===== config.mk =====
export PLATFORM = sky130hd
export DESIGN_NAME = oc8051_alu_src_pipe
export DESIGN_NICKNAME = d
export VERILOG_FILES = /design/src/rtl/oc8051_alu_src_pipe.sv
export SDC_FILE = /design/constraint.sdc
export NUM_CORES = 1
export LEC_CHECK = 0
export CAP_MARGIN = 10
export CELL_PAD_IN_SITES_DETAIL_PLACEMENT = 1
export CELL_PAD_IN_SITES_GLOBAL_PLACEMENT = 1
export CORE_MARGIN = 2
export CORE_UTILIZATION = 30
export CTS_CLUSTER_SIZE = 20
export DETAILED_ROUTE_END_ITERATION = 8
export GPL_TIMING_DRIVEN = 0
export PLACE_DENSITY_LB_ADDON = 0.1
export SYNTH_ARGS = -nofsm -noshare
export SYNTH_HDL_FRONTEND = slang
export SYNTH_SLANG_ARGS = --single-unit
export TNS_END_PERCENT = 5

===== constraint.sdc =====
create_clock -name clk -period 5.98 [get_ports clk]
set_clock_uncertainty 0.05 [all_clocks]
set_input_delay 1.196 -clock clk [delete_from_list [all_inputs] [get_ports clk]]
set_output_delay 1.196 -clock clk [all_outputs]
set_load 0.03 [all_outputs]

===== src/rtl/oc8051_alu_src_pipe.sv =====
// Queued ALU operand source selector: buffers decoded operand sets, resolves them against live ACC/RAM/PC/DPTR at issue.
// Optional same-edge bypass of an empty queue: define OC8051_ALU_SRC_BYPASS_EN.
module oc8051_alu_src_pipe #(
    parameter int DW    = 8,
    parameter int DEPTH = 2
) (
    input  logic                       clk,
    input  logic                       rst,
    input  logic                       in_valid,
    output logic                       in_ready,
    input  logic [DW-1:0]              op1,
    input  logic [DW-1:0]              op2,
    input  logic [DW-1:0]              op3,
    input  logic [2:0]                 sel1,
    input  logic [1:0]                 sel2,
    input  logic                       sel3,
    input  logic [DW-1:0]              acc,
    input  logic [DW-1:0]              ram,
    input  logic [2*DW-1:0]            pc,
    input  logic [2*DW-1:0]            dptr,
    output logic                       out_valid,
    input  logic                       out_ready,
    output logic [DW-1:0]              src1,
    output logic [DW-1:0]              src2,
    output logic [DW-1:0]              src3,
    output logic [$clog2(DEPTH+1)-1:0] count
);

    localparam int AW = (DEPTH > 1) ? $clog2(DEPTH) : 1;
    localparam int CW = $clog2(DEPTH + 1);
    localparam int EW = 3 * DW + 6;

    logic [EW-1:0] mem_q [DEPTH];
    logic [AW-1:0] wr_ptr_q, wr_ptr_d;
    logic [AW-1:0] rd_ptr_q, rd_ptr_d;
    logic [CW-1:0] count_q, count_d;
    logic          out_valid_q, out_valid_d;
    logic [DW-1:0] src1_q, src1_d;
    logic [DW-1:0] src2_q, src2_d;
    logic [DW-1:0] src3_q, src3_d;

    logic          can_load, queue_empty, load, bypass, push_fifo;
    logic [EW-1:0] entry_in, head, chosen;
    logic [DW-1:0] c_op1, c_op2, c_op3;
    logic [2:0]    c_sel1;
    logic [1:0]    c_sel2;
    logic          c_sel3;

    // Low byte of DPTR is never a source.
    logic unused_dptr_lo;
    assign unused_dptr_lo = ^dptr[DW-1:0];

    function automatic logic [DW-1:0] mux_src1(input logic [2:0] s, input logic [DW-1:0] o1,
                                               input logic [DW-1:0] o2, input logic [DW-1:0] o3,
                                               input logic [DW-1:0] a, input logic [DW-1:0] r,
                                               input logic [2*DW-1:0] p);
        logic [DW-1:0] v;
        case (s)
            3'b000:  v = r;
            3'b001:  v = a;
            3'b010:  v = o1;
            3'b011:  v = o2;
            3'b100:  v = o3;
            3'b101:  v = p[2*DW-1:DW];
            3'b110:  v = p[DW-1:0];
            default: v = '0;
        endcase
        return v;
    endfunction

    function automatic logic [DW-1:0] mux_src2(input logic [1:0] s, input logic [DW-1:0] o2,
                                               input logic [DW-1:0] a, input logic [DW-1:0] r);
        logic [DW-1:0] v;
        case (s)
            2'b00:   v = a;
            2'b01:   v = '0;
            2'b10:   v = r;
            default: v = o2;
        endcase
        return v;
    endfunction

    assign entry_in = {op1, op2, op3, sel1, sel2, sel3};
    assign head     = mem_q[rd_ptr_q];

    always_comb begin
        in_ready    = (count_q != CW'(DEPTH)) & rst;
        can_load    = ~out_valid_q | out_ready;
        queue_empty = (count_q == '0);
        load        = ~queue_empty & can_load;
`ifdef OC8051_ALU_SRC_BYPASS_EN
        bypass      = queue_empty & in_valid & can_load;
`else
        bypass      = 1'b0;
`endif
        push_fifo   = in_valid & in_ready & ~bypass;

        // Bypass only happens with an empty queue, so load and bypass never coincide.
        chosen = bypass ? entry_in : head;
        {c_op1, c_op2, c_op3, c_sel1, c_sel2, c_sel3} = chosen;

        wr_ptr_d    = wr_ptr_q + AW'(push_fifo);
        rd_ptr_d    = rd_ptr_q + AW'(load);
        count_d     = count_q + CW'(push_fifo) - CW'(load);

        src1_d      = src1_q;
        src2_d      = src2_q;
        src3_d      = src3_q;
        out_valid_d = out_valid_q;
        if (load | bypass) begin
            src1_d      = mux_src1(c_sel1, c_op1, c_op2, c_op3, acc, ram, pc);
            src2_d      = mux_src2(c_sel2, c_op2, acc, ram);
            src3_d      = c_sel3 ? pc[2*DW-1:DW] : dptr[2*DW-1:DW];
            out_valid_d = 1'b1;
        end else if (out_ready) begin
            out_valid_d = 1'b0;
        end
    end

    always_ff @(posedge clk) begin
        if (push_fifo) begin
            mem_q[wr_ptr_q] <= entry_in;
        end
    end

    always_ff @(posedge clk) begin
        if (!rst) begin
            wr_ptr_q    <= '0;
            rd_ptr_q    <= '0;
            count_q     <= '0;
            out_valid_q <= 1'b0;
            src1_q      <= '0;
            src2_q      <= '0;
            src3_q      <= '0;
        end else begin
            wr_ptr_q    <= wr_ptr_d;
            rd_ptr_q    <= rd_ptr_d;
            count_q     <= count_d;
            out_valid_q <= out_valid_d;
            src1_q      <= src1_d;
            src2_q      <= src2_d;
            src3_q      <= src3_d;
        end
    end

    assign out_valid = out_valid_q;
    assign src1      = src1_q;
    assign src2      = src2_q;
    assign src3      = src3_q;
    assign count     = count_q;

endmodule


# Word level (Yosys, flattened, before mapping)
# Memory sizes are Yosys's and may differ from the RTL's. A register that Yosys moved wholly into a read port is not among the register bits.
# Index checks and enable logic that the tools add are counted.
[totals]
mem_bits_rw = 60
ff_bits = 29
memories = 1
out_inout_bits = 28
input_bits = 82
word_cells = 39
[classes]
n_addsub = 4
reduce_logical = 4
muxes = 8
n_eq_ne = 9
n_bitwise = 6
[memory_table]
columns = ["memory", "depth", "width", "rd", "rd_clocked_by_memory_dff", "write_ports", "line_no", "source"]
rows = [
  ["mem_q", 2, 30, 1, 1, 1, "33", "logic [EW-1:0] mem_q [DEPTH];"],
]
[op_table]
columns = ["cell", "n"]
rows = [
  ["8-bit one-hot mux with 7 select lines", 1],
  ["8-bit one-hot mux with 3 select lines", 1],
  ["3-bit equality test, second input constant", 3],
  ["8-bit 2-to-1 mux", 1],
  ["3-bit by 2-bit equality test with 1-bit output, second input constant", 2],
  ["1-bit 2-to-1 mux", 5],
  ["2-bit logical NOT", 2],
  ["1-bit AND", 3],
  ["3-bit by 1-bit equality test with 1-bit output, second input constant", 1],
  ["3-bit logical NOT", 1],
  ["1-bit adder", 2],
  ["2-bit by 1-bit adder with 2-bit output", 1],
  ["2-bit by 1-bit equality test with 1-bit output, second input constant", 1],
  ["2-bit equality test, second input constant", 1],
  ["2-bit != test, second input constant", 1],
  ["1-bit inverter", 2],
  ["2-bit nonzero test", 1],
  ["2-bit by 1-bit subtractor with 2-bit output", 1],
  ["1-bit bitwise OR", 1],
]

# Logic depth before layout (Yosys ltp)
[logic_depth]
depth_word = 5
depth_mapped = 9
mapped_depth_nobuf = 9

# Least setup slack after synthesis
# Ideal clock, no wire load.
[synth_path]
path_kind = "input-to-reg"
start = "input rst"
end = "memory mem_q[1][0] in the netlist's numbering, enable pin"
arrival_time_ns = 2.822
setup_slack_ns = 2.719
path_buffers = 0
t_required_ns = 5.540
setup_ns = 0.390
stages = 5
cell_sequence = "inv_1 > a21oi_1 > nand2_1 > inv_1 > ha_1"
[synth_between]
elab_chain_len = 4
[synth_lines]
columns = ["element", "line_no", "source"]
rows = [
  ["from (decl)", "8", "input logic rst,"],
  ["1-bit AND", "87", "in_ready = (count_q != CW'(DEPTH)) & rst;"],
  ["net in_ready", "10", "output logic in_ready,"],
  ["1-bit AND", "96", "push_fifo = in_valid & in_ready & ~bypass;"],
  ["1-bit 2-to-1 mux", "121", "if (push_fifo) begin"],
  ["1-bit 2-to-1 mux (implied by the code)", "122", "mem_q[wr_ptr_q] <= entry_in;"],
  ["to (decl)", "33", ""],
]
# The timed path passes the listed nets, and every way through them passes these cells.

# Worst setup path in the final report
[layout_path]
start = "input rst"
end = "output in_ready"
[layout_between]
elab_chain_len = 1
[layout_lines]
columns = ["element", "line_no"]
rows = [
  ["1-bit AND", "87"],
  ["to (decl)", "10"],
]
# No other way between the ends.

==> impl_metrics.yaml <==
status:
  outcome: "finished, final reports clean"
global_route:
  gr-total-overflow: 0
  antenna_found_initial: 0
  grt_use_total_pct: 17.3
  grt_pass1_vias: 3244
  grt_pass1_wl_mm: 18.1
  grt_max_degree: 31
synth:
  synth_compound_area_share_pct: 15.0
  synth-seq-area-share_pct: 59.8
  netlist_instances: 316
  post-synth-top-count-cell: "edfxtp_1"
  synth_top_area_cell: "edfxtp_1"
  synthAdderAreaFrac_pct: 1.25
  ys_top_cells_by_count: "edfxtp_1 (60), nor2_1 (37), dfxtp_1 (30)"
  synth_top_family_by_area: "compound AO/OA/AOI/OAI gates"
  ys.flop_type: "edfxtp_1"
  async_flop_share_pct: 0
  synth_area_um2: 4020
  synth_fp_nets: 402
  synth_top_area_share_pct: 44.8
  synth_xor_area_share_pct: 0.654
  syn_area_per_cell_um2: 12.7
  synth_edf_count: 60
  ys_types: 39
  synth.area.top_cells: "edfxtp_1 (45%), dfxtp_1 (15%), mux2i_1 (6.5%), a211oi_1 (3.7%), nor2_1 (3.5%)"
  yosys_warnings: 0
  synth-simple-area-share_pct: 8.00
  synth-seq-cells: 90
  synthMuxAreaShare_pct: 12.7
sta:
  min_period_ps: 4040
  worst_slack_ps: 1940
  fin_tns_setup_ps: 0
  hold_violations: 0
  worst_hold_slack_ps: 428
  tightest_slew_ps: 838
  period_share_pct: 67.6
  fmax_mhz: 247
  finalSetupViolations: 0
  rsz0062_at_grt: "no"
  slew_headroom_pct: 44.1
  drv_slew: 0
routing:
  remaining_drc_errors: 0
  ant_nets: 0
  dr.pass1.iters: 4
  vias: 2994
  dr.first_iter.drc_count: 126
  viasPerCell: 4.92
  avgRoutedWirePerCell_um: 19.1
  wirelength_mm: 11.7
clock_tree:
  post_cts_resized: 0
  clock_latency_ps: 350
  cts_root_buf: "clkbuf_16"
  cts_max_level: 3
  clock-sinks: 90
  cts_buffer_depth: 2
  cts_setup_buffers: 0
  cts_hold_buf: 0
  cts_buffers: 9
  clk_pin_slew_ps: 60
  cts_tree: "built"
floorplanning:
  io_pins: 110
  die_x_um: 120
  rows: 42
  die_y_um: 120
  coreArea_um2: 13100
  start_util_pct: 30.6
  dieArea_um2: 14300
worst_setup_path:
  required_ps: 4730
  worst_ep_arrival_time_ps: 2800
  crit_fanout: 5
  crit_slowest_cell: "clkdlybuf4s50_1"
  crit_path_end_kind: "output pin"
  crit_type: "in2out"
  worstSetupStartpointType: "input port"
  path_common_cell: "clkdlybuf4s50_1"
  rrSetupSlack_ps: 3370
  worstPathCellList: "clkdlybuf4s50_1 > inv_1 > a21oi_1 > clkdlybuf4s50_1"
  slowest_delay_ps: 700
placement:
  placed_cells_incl_taps: 593
  place_hpwl_mm: 8.80
  gp_routability_congestion: 0.764
  numPortBuffers: 101
  preCtsSetupSlack_ps: 1930
final_layout:
  fill_cells: 1431
  post-route-util_pct: 42.2
  antenna_cells: 0
  fin_cells: 609
  layout-drive-gt1-share_pct: 10.4
  nets: 514
  synthToLayoutAreaGrowth_pct: 38.0
power_and_ir_drop:
  p_leak_nw: 1.91
  ir_worst_vdd_v: 0.000140
  power_density_nw_per_um2: 407
job:
  maxCapViolCount: 0
min_path:
  min_path_type: "reg2reg"
## per-stage QoR
step / area (µm²) / power (mW)
floorplan: 4020 / 1.37
global placement: 5250 / 1.70
detailed placement: 5250 / 1.72
CTS: 5540 / 2.29
global route: 5540 / 2.39
finish: 5540 / 2.26
## critical path: cells and delay by family
family,cells,cell delay [ps]
AO/OA/AOI/OAI,1,180
buffers and inverters,3,1410
## report_power, final
group / internal, mW / switching (mW) / total [mW]
Combinational: 0.362 / 0.506 / 0.868
Clock: 0.333 / 0.233 / 0.566
Sequential: 0.771 / 0.0542 / 0.825
## placed cells by master, fill, tap and decap left out, types with 2 or more instances in the layout
| cell | synthesis | layout |
|---|---|---|
| a22o_1 | 4 | 4 |
| clkinv_2 | 0 | 2 |
| a221oi_1 | 11 | 11 |
| clkdlybuf4s50_1 | 0 | 101 |
| a311oi_1 | 4 | 4 |
| o2bb2ai_1 | 4 | 4 |
| dfxtp_1 | 30 | 30 |
| buf_6 | 2 | 2 |
| mux2_2 | 9 | 9 |
| xnor2_1 | 2 | 2 |
| a211oi_1 | 20 | 20 |
| edfxtp_1 | 60 | 60 |
| o211ai_1 | 9 | 9 |
| nor2_2 | 2 | 2 |
| a32oi_1 | 3 | 3 |
| nor2b_1 | 6 | 6 |
| clkbuf_16 | 0 | 9 |
| buf_2 | 5 | 5 |
| ha_2 | 0 | 2 |
| mux2i_1 | 26 | 26 |
| mux2_4 | 3 | 3 |
| a21oi_1 | 12 | 12 |
| clkbuf_1 | 6 | 8 |
| inv_1 | 7 | 7 |
| ha_1 | 4 | 2 |
| nand4_1 | 2 | 2 |
| nor2_1 | 37 | 37 |
| nand2_1 | 25 | 25 |
| mux2i_4 | 3 | 3 |
| mux2_1 | 2 | 2 |
| nand3_1 | 3 | 3 |
| o21ai_1 | 4 | 4 |
## state kept, by name, indices dropped and copies added (netlist names), named ones only
name,cells
count,2
rd_ptr_q,1
src2,8
out_valid,1
mem_q,60
wr_ptr_q,1
src3,8
src1,8
## cells by family after synthesis
| family | count (synthesis) |
|---|---|
| flip-flops | 90 |
| AO/OA/AOI/OAI | 77 |
| AND/OR/NAND/NOR | 77 |
| multiplexers | 44 |
| buffers and inverters | 21 |
| adder cells (fa/ha/maj) | 4 |
| XOR/XNOR | 3 |
## metal layers
| metal | share of wire (%) | vias to the layer above | track usage, % | routed length [µm] |
|---|---|---|---|---|
| met5 | 0 | - | 0 | 0 |
| met3 | 5.9 | 15 | 5.28 | 692 |
| met4 | 1.8 | 0 | 6.69 | 215 |
| li1 | - | 1446 | - | - |
| met2 | 48 | 90 | 28.3 | 5570 |
| met1 | 44 | 1443 | 21.4 | 5180 |
## final timing paths
kind / start / end / depth (start not counted)
setup reg to reg: count[1] / count[1] / 9
hold reg to reg: src1[7] / src1[7] / 2
hold / removal: src1[7] / src1[7] / 2
setup / recovery: rst / in_ready / 4
## area by class of cell
type	count	area (µm²)	area share, %
clock inverters	4	43.8	0.790
multi-input cells	205	1520	27.4
clock buffers	12	246	4.45
repair buffers	101	1010	18.2
inverters	7	26.3	0.474
well taps	176	220	3.97
flip-flops and latches	90	2400	43.3
plain buffers	14	77.6	1.40
No activity file was read; power rests on OpenSTA's default activity.
